### src/rtl/fma_ctrl_pkg.sv
// Shared types and constants for the FMA arbiter/controller.
package fma_ctrl_pkg;

    typedef enum logic [1:0] {
        IDLE = 2'd0,
        EXEC = 2'd1,
        RESP = 2'd2
    } state_t;

    localparam int FP_W       = 32;
    localparam int OPND_W     = 128;
    localparam int DP_LAT_DEF = 2;
    localparam int CNT_W      = 4;

endpackage

### src/rtl/rr_arb2.sv
// Two-way round-robin grant; i_last names the requester granted last.
module rr_arb2 (
    input  logic       i_valid0,
    input  logic       i_valid1,
    input  logic       i_last,
    output logic [1:0] o_grant
);

    always_comb begin
        o_grant = 2'b00;
        priority case (1'b1)
            i_valid0 && i_valid1: o_grant = i_last ? 2'b01 : 2'b10;
            i_valid0:             o_grant = 2'b01;
            i_valid1:             o_grant = 2'b10;
            default:              o_grant = 2'b00;
        endcase
    end

endmodule

### src/rtl/fma_arb_ctrl.sv
// Arbitrates two requesters onto one multi-cycle FMA datapath
// and returns each result through a valid/ready response port.
module fma_arb_ctrl
    import fma_ctrl_pkg::*;
#(
    parameter int DP_LAT = DP_LAT_DEF
) (
    input  logic              clk,
    input  logic              rst,
    input  logic              req0_valid,
    input  logic              req1_valid,
    output logic              req0_ready,
    output logic              req1_ready,
    input  logic [OPND_W-1:0] req0_opnd,
    input  logic [OPND_W-1:0] req1_opnd,
    input  logic              req0_op,
    input  logic              req1_op,
    input  logic [1:0]        req0_rnd,
    input  logic [1:0]        req1_rnd,
    output logic [FP_W-1:0]   dp_a,
    output logic [FP_W-1:0]   dp_b,
    output logic [FP_W-1:0]   dp_c,
    output logic [FP_W-1:0]   dp_d,
    output logic              dp_op,
    output logic [1:0]        dp_rnd,
    input  logic [FP_W-1:0]   dp_out,
    output logic              rsp_valid,
    input  logic              rsp_ready,
    output logic [FP_W-1:0]   rsp_data,
    output logic              rsp_id
);

    localparam logic [CNT_W-1:0] CNT_INIT = CNT_W'(DP_LAT - 1);

    state_t             r_state;
    state_t             w_state_nxt;
    logic [CNT_W-1:0]   r_cnt;
    logic               r_last;
    logic               r_id;
    logic [1:0]         w_grant;
    logic [1:0]         w_rdy;
    logic               w_accept;
    logic               w_id;
    logic [OPND_W-1:0]  w_opnd;
    logic [FP_W-1:0]    r_a;
    logic [FP_W-1:0]    r_b;
    logic [FP_W-1:0]    r_c;
    logic [FP_W-1:0]    r_d;
    logic               r_op;
    logic [1:0]         r_rnd;
    logic               r_rsp_valid;
    logic [FP_W-1:0]    r_rsp_data;
    logic               r_rsp_id;

    rr_arb2 u_arb (
        .i_valid0 (req0_valid),
        .i_valid1 (req1_valid),
        .i_last   (r_last),
        .o_grant  (w_grant)
    );

    always_comb begin
        w_state_nxt = r_state;
        w_rdy       = 2'b00;
        unique case (r_state)
            IDLE: begin
                // Gate with rst so nothing is offered during reset.
                w_rdy = rst ? 2'b00 : w_grant;
                if (w_rdy != 2'b00) w_state_nxt = EXEC;
            end
            EXEC: if (r_cnt == '0) w_state_nxt = RESP;
            RESP: if (rsp_ready) w_state_nxt = IDLE;
            default: w_state_nxt = IDLE;
        endcase
    end

    assign w_accept = |w_rdy;
    assign w_id     = w_rdy[1];
    assign w_opnd   = w_id ? req1_opnd : req0_opnd;

    always_ff @(posedge clk) begin
        if (rst) begin
            r_state     <= IDLE;
            r_cnt       <= '0;
            r_last      <= 1'b1;
            r_id        <= 1'b0;
            r_a         <= '0;
            r_b         <= '0;
            r_c         <= '0;
            r_d         <= '0;
            r_op        <= 1'b0;
            r_rnd       <= 2'b00;
            r_rsp_valid <= 1'b0;
            r_rsp_data  <= '0;
            r_rsp_id    <= 1'b0;
        end else begin
            r_state <= w_state_nxt;
            if (r_state == IDLE && w_accept) begin
                r_last <= w_id;
                r_id   <= w_id;
                r_cnt  <= CNT_INIT;
                r_a    <= w_opnd[OPND_W-1 -: FP_W];
                r_b    <= w_opnd[OPND_W-FP_W-1 -: FP_W];
                r_c    <= w_opnd[OPND_W-2*FP_W-1 -: FP_W];
                r_d    <= w_opnd[FP_W-1:0];
                r_op   <= w_id ? req1_op : req0_op;
                r_rnd  <= w_id ? req1_rnd : req0_rnd;
            end else if (r_state == EXEC) begin
                if (r_cnt == '0) begin
                    r_rsp_valid <= 1'b1;
                    r_rsp_data  <= dp_out;
                    r_rsp_id    <= r_id;
                end else begin
                    r_cnt <= r_cnt - 1'b1;
                end
            end else if (r_state == RESP && rsp_ready) begin
                r_rsp_valid <= 1'b0;
            end
        end
    end

    assign req0_ready = w_rdy[0];
    assign req1_ready = w_rdy[1];
    assign dp_a       = r_a;
    assign dp_b       = r_b;
    assign dp_c       = r_c;
    assign dp_d       = r_d;
    assign dp_op      = r_op;
    assign dp_rnd     = r_rnd;
    assign rsp_valid  = r_rsp_valid;
    assign rsp_data   = r_rsp_data;
    assign rsp_id     = r_rsp_id;

endmodule
### config.mk
export PLATFORM = sky130hd
export DESIGN_NAME = fma_arb_ctrl
export DESIGN_NICKNAME = d
export VERILOG_FILES = /design/src/rtl/fma_ctrl_pkg.sv /design/src/rtl/rr_arb2.sv /design/src/rtl/fma_arb_ctrl.sv
export SDC_FILE = /design/constraint.sdc
export NUM_CORES = 1
export LEC_CHECK = 0
export CAP_MARGIN = 20
export CORE_AREA = 2 2 183 185
export CTS_CLUSTER_SIZE = 28
export DETAILED_ROUTE_END_ITERATION = 8
export DIE_AREA = 0 0 185 187
export GPL_TIMING_DRIVEN = 0
export SETUP_SLACK_MARGIN = 0.2
export SYNTH_ARGS = -nofsm -noshare
export SYNTH_HDL_FRONTEND = slang
export SYNTH_SLANG_ARGS = --single-unit
### constraint.sdc
create_clock -name clk -period 1.85 [get_ports clk]
set_input_delay 0.2775 -clock clk [delete_from_list [all_inputs] [get_ports clk]]
set_output_delay 0.2775 -clock clk [all_outputs]
set_load 0.005 [all_outputs]
==> summary.md, run 1 <==
| Metric | Value |
|---|---|
| Largest net degree at the start of global routing | 17 |
| Worst Setup End Kind | flip-flop |
| Synth cell types | 38 |
| Most Frequent Cell on Critical Path | buf_6 |
| Worst Path Required | 2.19 ns |
| Port Buffers | 465 |
| Vias in the first global route | 7713 |
| Reg-to-Reg End | r_last |
| Share of synthesized registers carrying an async set or reset | 0% |
| Post-synth EDFFs | 0 |
| Max VDD drop | 0.649 mV |
| Critical path cell sequence | nor3_4 > buf_6 > nand3_4 > buf_6 > buf_6 > buf_6 > buf_6 > buf_6 > buf_6 > a211o_1 |
| Clock slew at reported path FFs | 0.07 ns |
| Tcrit/Tclk final | 99.3% |
| Pwr/cell area | 814 nW/um2 |
| Worst-Skew Late Latency | 0.45 ns |
| # fillers | 3194 |
| # nets final | 1556 |
| Worst path max stage delay | 0.37 ns |
| DR pass1 iterations | 4 |
| Relative slew margins | 34.0% |
| Ratio of cells with drive above 1 in the final layout | 10.9% |
| Max FO, Critical Path | 7 |
| Post-synth top flop | dfxtp_1 |
| Status | finished, final reports clean |
| R2R Setup Slk | 0.01 ns |
| Final Instance Area | 14100 um2 |
| WS Path Type | flip-flop to flip-flop |
| H-tree depth reported by CTS | 4 |
| FF/Latch Area | 3480 um2 |
| Remaining antenna violation count | 0 |
| Hold path depth | 3 |
| Worst Min Path Start | dp_out[31] |
| ANT cells | 0 |
| Fin util | 42.9% |
| Maximum buffer depth of the clock tree | 2 |
| Cell count of the worst reg-to-reg path | 10 |
| Placer Congestion | 0.767 |
| CTS tree | done |
| Post-synthesis net count | 1035 |
| Register area share after synthesis | 46.5% |
| Area leader, netlist | dfxtp_1 |
| Synth Cell Area | 7440 um2 |
| Crit path DAT | 2.17 ns |
| Dpl ws | -0.854 ns |
| Syn avg cell area | 10.1 um2 |
| First-pass GRT wire length | 46400 um |
| Worst Setup Start Kind | flip-flop |
| Core Area | 32900 um2 |
| Slowest-stage cell, CP | dfxtp_4 |
| RSZ-0062 raised after global routing | yes |
| Worst reg2reg path startpoint | r_state[1] |
| Routed wire length | 32200 um |
| CTS Hold Bufs | 0 |
| Via-per-instance ratio | 4.38 |
| Routed wire per std cell | 18.7 um |
| Hold crit path type | input pin to flip-flop |
| Initial antenna violation count | 1 |
| Footprint of the multi-input gates | 3630 um2 |
| TritonCTS sink count | 173 |
| Largest cells by area after synthesis | dfxtp_1 (47%), mux2i_1 (25%), a221o_1 (5.2%) |
| Core Rows | 67 |
| PnR worst setup slack | 0.0128 ns |
| Synth top area share | 46.5% |
| Routed vias | 7513 |
| Synth Warn # | 0 |
| Global Route Usage Sum | 18.0% |
| Die H | 187 um |
| Syn Inst Count | 735 |
| Total gr overflow | 0 |
| DIE AREA | 34600 um2 |
| Die Width | 185 um |
| Fmax | 0.544 GHz |
| Fin crit period | 1.84 ns |
| Clock Skews | 0.00941 ns |
| I/O pin count | 466 |
| Max Cap Viol | 0 |
| # setup viols final | 0 |
| Pleak | 0.00596 uW |
| Worst slew pin tran | 0.990 ns |
| Synthesized flop and latch total | 173 |
| Fin. Hold Viols | 0 |
| Hold Path End | rsp_data[31] |
| Setup_tns | 0 ns |
| Initial Util | 22.7% |
| CTS root buffer | clkbuf_16 |
| CTS Buf Count | 17 |
| Tot Pwr | 11500 uW |
| Initial detailed-routing violation count | 226 |
| Residual DRC | 0 |
| Cell area after placement | 12700 um2 |
| Layout area overhead | 89.4% |
| Post-detail-place hpwl | 23900 um |
| Slew Viols, Final | 0 |
## critical path, delay by kind of cell (launching register included)
family	cells	cell delay, ns
AOI/OAI and AO/OA	1	0.27
buffers and inverters	7	0.77
DFF	1	0.37
and+or+nand+nor	2	0.31
## power breakdown
part	internal, uW	total [uW]	leakage [uW]	switching (uW)
registers	4200	4450	0.00143	255
logic	2140	3390	0.00425	1250
clock network	1950	3630	0.000277	1680
total	8290	11500	0.00596	3190
## per-stage QoR
step | cells | hold slack [ns]
detailed placement | 1648 | 0.445
CTS | 1705 | 0.369
global route | 1717 | 0.383
floorplan | 735 | 0.416
finish | 1717 | 0.398
global placement | 1648 | 0.441
## metal layers
| metal | global-route usage (%) | up-vias | share of wire [%] |
|---|---|---|---|
| met1 | 19.6 | 3503 | 38 |
| met4 | 5.37 | 0 | 1.5 |
| li1 | - | 3691 | - |
| met2 | 31.8 | 294 | 51 |
| met5 | 0 | - | 0 |
| met3 | 7.30 | 25 | 9.6 |
## state kept, by name (all words and copies together), names as in the netlist
signal and count:
r_id 1, rsp_id 1, r_last 1, dp_c 32, r_state 2, dp_op 1, dp_b 32, dp_d 32
rsp_valid 1, rsp_data 32, dp_rnd 2, dp_a 32, r_cnt 4
## worst max path at each step
stage                from    endpoint  cells past startpoint
2_1_floorplan  r_state[1]     dp_b[0]                      6
3_3_place_gp          rst  req1_ready                      5
3_5_place_dp          rst  req1_ready                      5
4_1_cts        r_state[0]  req0_ready                      6
5_1_grt        r_state[1]  req0_ready                      6
6_report       r_state[1]      r_last                     10
## what timing repair did
item | in CTS | in global routing
gates cloned | 5 | 5
buffers inserted | 20 | 7
hold endpoints to repair | 0 | 0
pin swaps | 3 | 3
gates resized for setup | 82 | 65
setup endpoints to repair | 124 | 199
## layout by cell type, fill, tap and decap left out, types with 2 or more instances in the layout
master,synthesis,final
clkbuf_8,0,2
or3_1,2,2
clkbuf_1,32,22
mux2i_2,0,4
clkdlybuf4s50_1,0,421
buf_2,23,11
a21boi_1,2,2
inv_1,5,5
buf_6,1,18
clkbuf_2,0,8
mux2i_1,184,180
buf_16,0,5
clkinv_4,0,3
dlymetal6s2s_1,0,30
buf_8,8,2
dfxtp_1,173,164
and2_4,0,2
and3_1,39,39
a21oi_1,35,35
o21ai_0,32,32
dfxtp_4,0,3
a221o_1,39,39
inv_6,0,5
dlygate4sd2_1,0,12
dfxtp_2,0,6
nand3_1,34,33
buf_4,1,16
buf_12,0,16
clkbuf_16,0,22
clkinvlp_4,0,3
o21ai_1,5,5
nand2_1,96,96
nor2_1,2,2
nand2b_1,2,2
inv_2,1,2
## cells in the mapped netlist (5+ instances only)
library cell	instances
o21ai_0	32
nand2_1	96
inv_1	5
a221o_1	39
dfxtp_1	173
o21ai_1	5
clkbuf_1	32
mux2i_1	184
a21oi_1	35
nand3_1	34
and3_1	39
buf_8	8
buf_2	23
## layout make-up
type	count	share of cell area, %
repair buffers	502	37.6
multi-input cells	490	25.8
flip-flops and latches	173	24.7
well taps	448	3.98
plain buffers	65	3.61
clock buffers	19	3.21
clock inverters	13	0.905
inverters	7	0.186
## kinds of logic (layout without fill, tap and decap cells)
kind of cell / after synthesis / after routing / share of synthesized area (%)
flops: 173 / 173 / 46.5
simple gates: 185 / 185 / 12.1
mux: 184 / 184 / 24.7
buf+inv: 72 / 606 / 5.38
compound gates: 120 / 120 / 11.1
fa+ha+maj: 1 / 1 / 0.168
Power figures use the tool's default switching activity.
==> run 2: changes to the inputs <==
--- a/config.mk
+++ b/config.mk
@@ -11,6 +11,8 @@
 export DETAILED_ROUTE_END_ITERATION = 8
 export DIE_AREA = 0 0 185 187
 export GPL_TIMING_DRIVEN = 0
+export RECOVER_POWER = 100
+export REMOVE_ABC_BUFFERS = 1
 export SETUP_SLACK_MARGIN = 0.2
 export SYNTH_ARGS = -nofsm -noshare
 export SYNTH_HDL_FRONTEND = slang
==> run 2 against run 1 <==
  * Hold slack worse by 0.10 ns
  * Clock-buffer cell count up 4
  * Global-route usage down 0.84 points
  * Fmax up 4.7%
  * Critical endpoint is now req1_ready
==> summary.md, run 2 (synthesized netlist as in run 1, its figures left out) <==
| Metric | Value |
|---|---|
| Final Instance Area | 13800 um2 |
| Remaining antenna violation count | 0 |
| Initial Util | 22.7% |
| Die Width | 185 um |
| Routed wire per std cell | 18.4 um |
| Worst path max stage delay | 0.34 ns |
| Max Cap Viol | 0 |
| CTS Buf Count | 17 |
| Worst Path Required | 1.57 ns |
| Sequential fraction of design power | 38.1% |
| Most common cell after layout, fill and taps aside | clkdlybuf4s50_1 |
| WP buf/inv | 3 |
| Relative slew margins | 59.0% |
| Pleak | 0.00574 uW |
| Worst slew pin tran | 0.613 ns |
| CTS tree | done |
| I/O pin count | 466 |
| Via-per-instance ratio | 4.42 |
| Max FO, Critical Path | 4 |
| Critical path cell sequence | nor3_4 > buf_4 > buf_8 > and2_4 > buf_6 |
| Routed wire length | 30900 um |
| Core Rows | 67 |
| TritonCTS sink count | 173 |
| Pwr/cell area | 842 nW/um2 |
| Fin. Hold Viols | 0 |
| # setup viols final | 0 |
| Cell area after placement | 12600 um2 |
| Largest net degree at the start of global routing | 51 |
| RSZ-0062 raised after global routing | yes |
| Gate power share | 26.5% |
| CTS Hold Bufs | 0 |
| Clock slew at reported path FFs | 0.06 ns |
| Slowest-stage cell, CP | dfxtp_1 |
| Tot Pwr | 11600 uW |
| Fmax | 0.570 GHz |
| Global Route Usage Sum | 17.2% |
| Clock share of power | 35.4% |
| Post-detail-place hpwl | 20100 um |
| Fin crit period | 1.75 ns |
| Residual DRC | 0 |
| Internal power | 8580 uW |
| Worst Setup Start Kind | flip-flop |
| Clock Skews | 0.0107 ns |
| Sw Ratio | 26.2% |
| Worst-Skew Late Latency | 0.45 ns |
| Total gr overflow | 0 |
| # nets final | 1518 |
| Placer Congestion | 0.759 |
| Crit path DAT | 1.48 ns |
| Commonest non-fill, non-tap cells in the layout | clkdlybuf4s50_1 (295), mux2i_1 (181), dfxtp_1 (169), dlygate4sd3_1 (133), nand2_1 (96) |
| CTS root buffer | clkbuf_16 |
| Maximum buffer depth of the clock tree | 2 |
| Initial detailed-routing violation count | 183 |
| Core Area | 32900 um2 |
| Hold crit path type | input pin to flip-flop |
| Initial antenna violation count | 2 |
| First-pass GRT wire length | 44500 um |
| CP delay by family, top | simple AND/OR/NAND/NOR gates |
| Layout area overhead | 85.4% |
| Routed vias | 7419 |
| Worst Setup End Kind | primary output |
| Ratio of cells with drive above 1 in the final layout | 9.10% |
| Status | finished, final reports clean |
| WS Path Type | flip-flop to primary output |
| # fillers | 3258 |
| Port Buffers | 465 |
| DIE AREA | 34600 um2 |
| Die H | 187 um |
| Slew Viols, Final | 0 |
| Setup_tns | 0 ns |
| H-tree depth reported by CTS | 4 |
| Psw | 3040 uW |
| Vias in the first global route | 7372 |
| DR pass1 iterations | 5 |
| Max VDD drop | 0.640 mV |
| Tcrit/Tclk final | 94.9% |
[run 2: cell count changes in the layout (fill, tap and decap cells not counted), moves of 5 or more]
cell,change
clkbuf_1,-13
clkdlybuf4s25_1,+20
dfxtp_1,+5
buf_6,-12
buf_2,-11
dlygate4sd3_1,+133
buf_12,-13
dlymetal6s2s_1,-30
clkdlybuf4s50_1,-126
[run 2: worst paths after layout]
path / start / end / slack [ns] / cells after the start
max reg2reg: r_state[0] / dp_b[24] / 0.11 / 7
min reg2reg: dp_b[0] / dp_b[0] / 0.45 / 2
min: rst / rsp_data[2] / 0.30 / 2
max: r_state[0] / req1_ready / 0.1 / 5
[run 2: through the flow]
step / instances / hold slack [ns] / setup slack [ns] / utilization [%]
after floorplan: 670 / 0.347 / -3.45 / -
after global placement: 1583 / 0.440 / -6.50 / 37.4
after detailed placement: 1595 / 0.448 / -1.32 / 38.3
after CTS: 1659 / 0.268 / 0.0665 / 41.8
after global routing: 1680 / 0.282 / 0.0307 / 42.0
final: 1680 / 0.297 / 0.0951 / 42.0
[run 2: power groups by stage]
stage | registers [uW] | clock network (uW) | logic (uW)
2_1_floorplan | 4550 | 0 | 1060
3_3_place_gp | 4500 | 0 | 3040
3_5_place_dp | 4510 | 0 | 2990
4_1_cts | 4440 | 4250 | 3260
5_1_grt | 4480 | 4380 | 3310
6_report | 4430 | 4110 | 3080
[run 2: routing by layer]
metal | GRT usage, % | wire length, um | vias up
met5 | 0 | 13 | -
met4 | 6.41 | 725 | 2
met3 | 5.70 | 2420 | 38
met2 | 30.0 | 15400 | 306
met1 | 19.2 | 12400 | 3449
li1 | - | - | 3624
[run 2: worst register-to-register path, stage by stage (launching register included)]
cell      delay [ns]
dfxtp_1         0.38
nor3_4          0.06
buf_4           0.15
buf_8           0.12
clkbuf_2        0.22
buf_6           0.23
and3_1          0.21
a221o_1         0.26
[run 2: timing repair]
| action | CTS | global route |
|---|---|---|
| resized for setup | 57 | 41 |
| endpoints found under the setup margin | 184 | 143 |
| pin swaps | 4 | 6 |
| buffers inserted | 20 | 16 |
| gates cloned | 12 | 4 |
[run 2: area by class of cell]
| class | count | area [um2] | area share, % |
|---|---|---|---|
| antenna | 1 | 2.50 | 0.0181 |
| tap | 448 | 561 | 4.06 |
| clock buffer | 23 | 478 | 3.46 |
| clock inverter | 9 | 181 | 1.31 |
| sequential | 173 | 3470 | 25.1 |
| inverter | 7 | 47.5 | 0.344 |
| timing repair buffer | 521 | 5360 | 38.9 |
| timing repair inverter | 4 | 22.5 | 0.163 |
| multi-input combinational | 494 | 3680 | 26.6 |
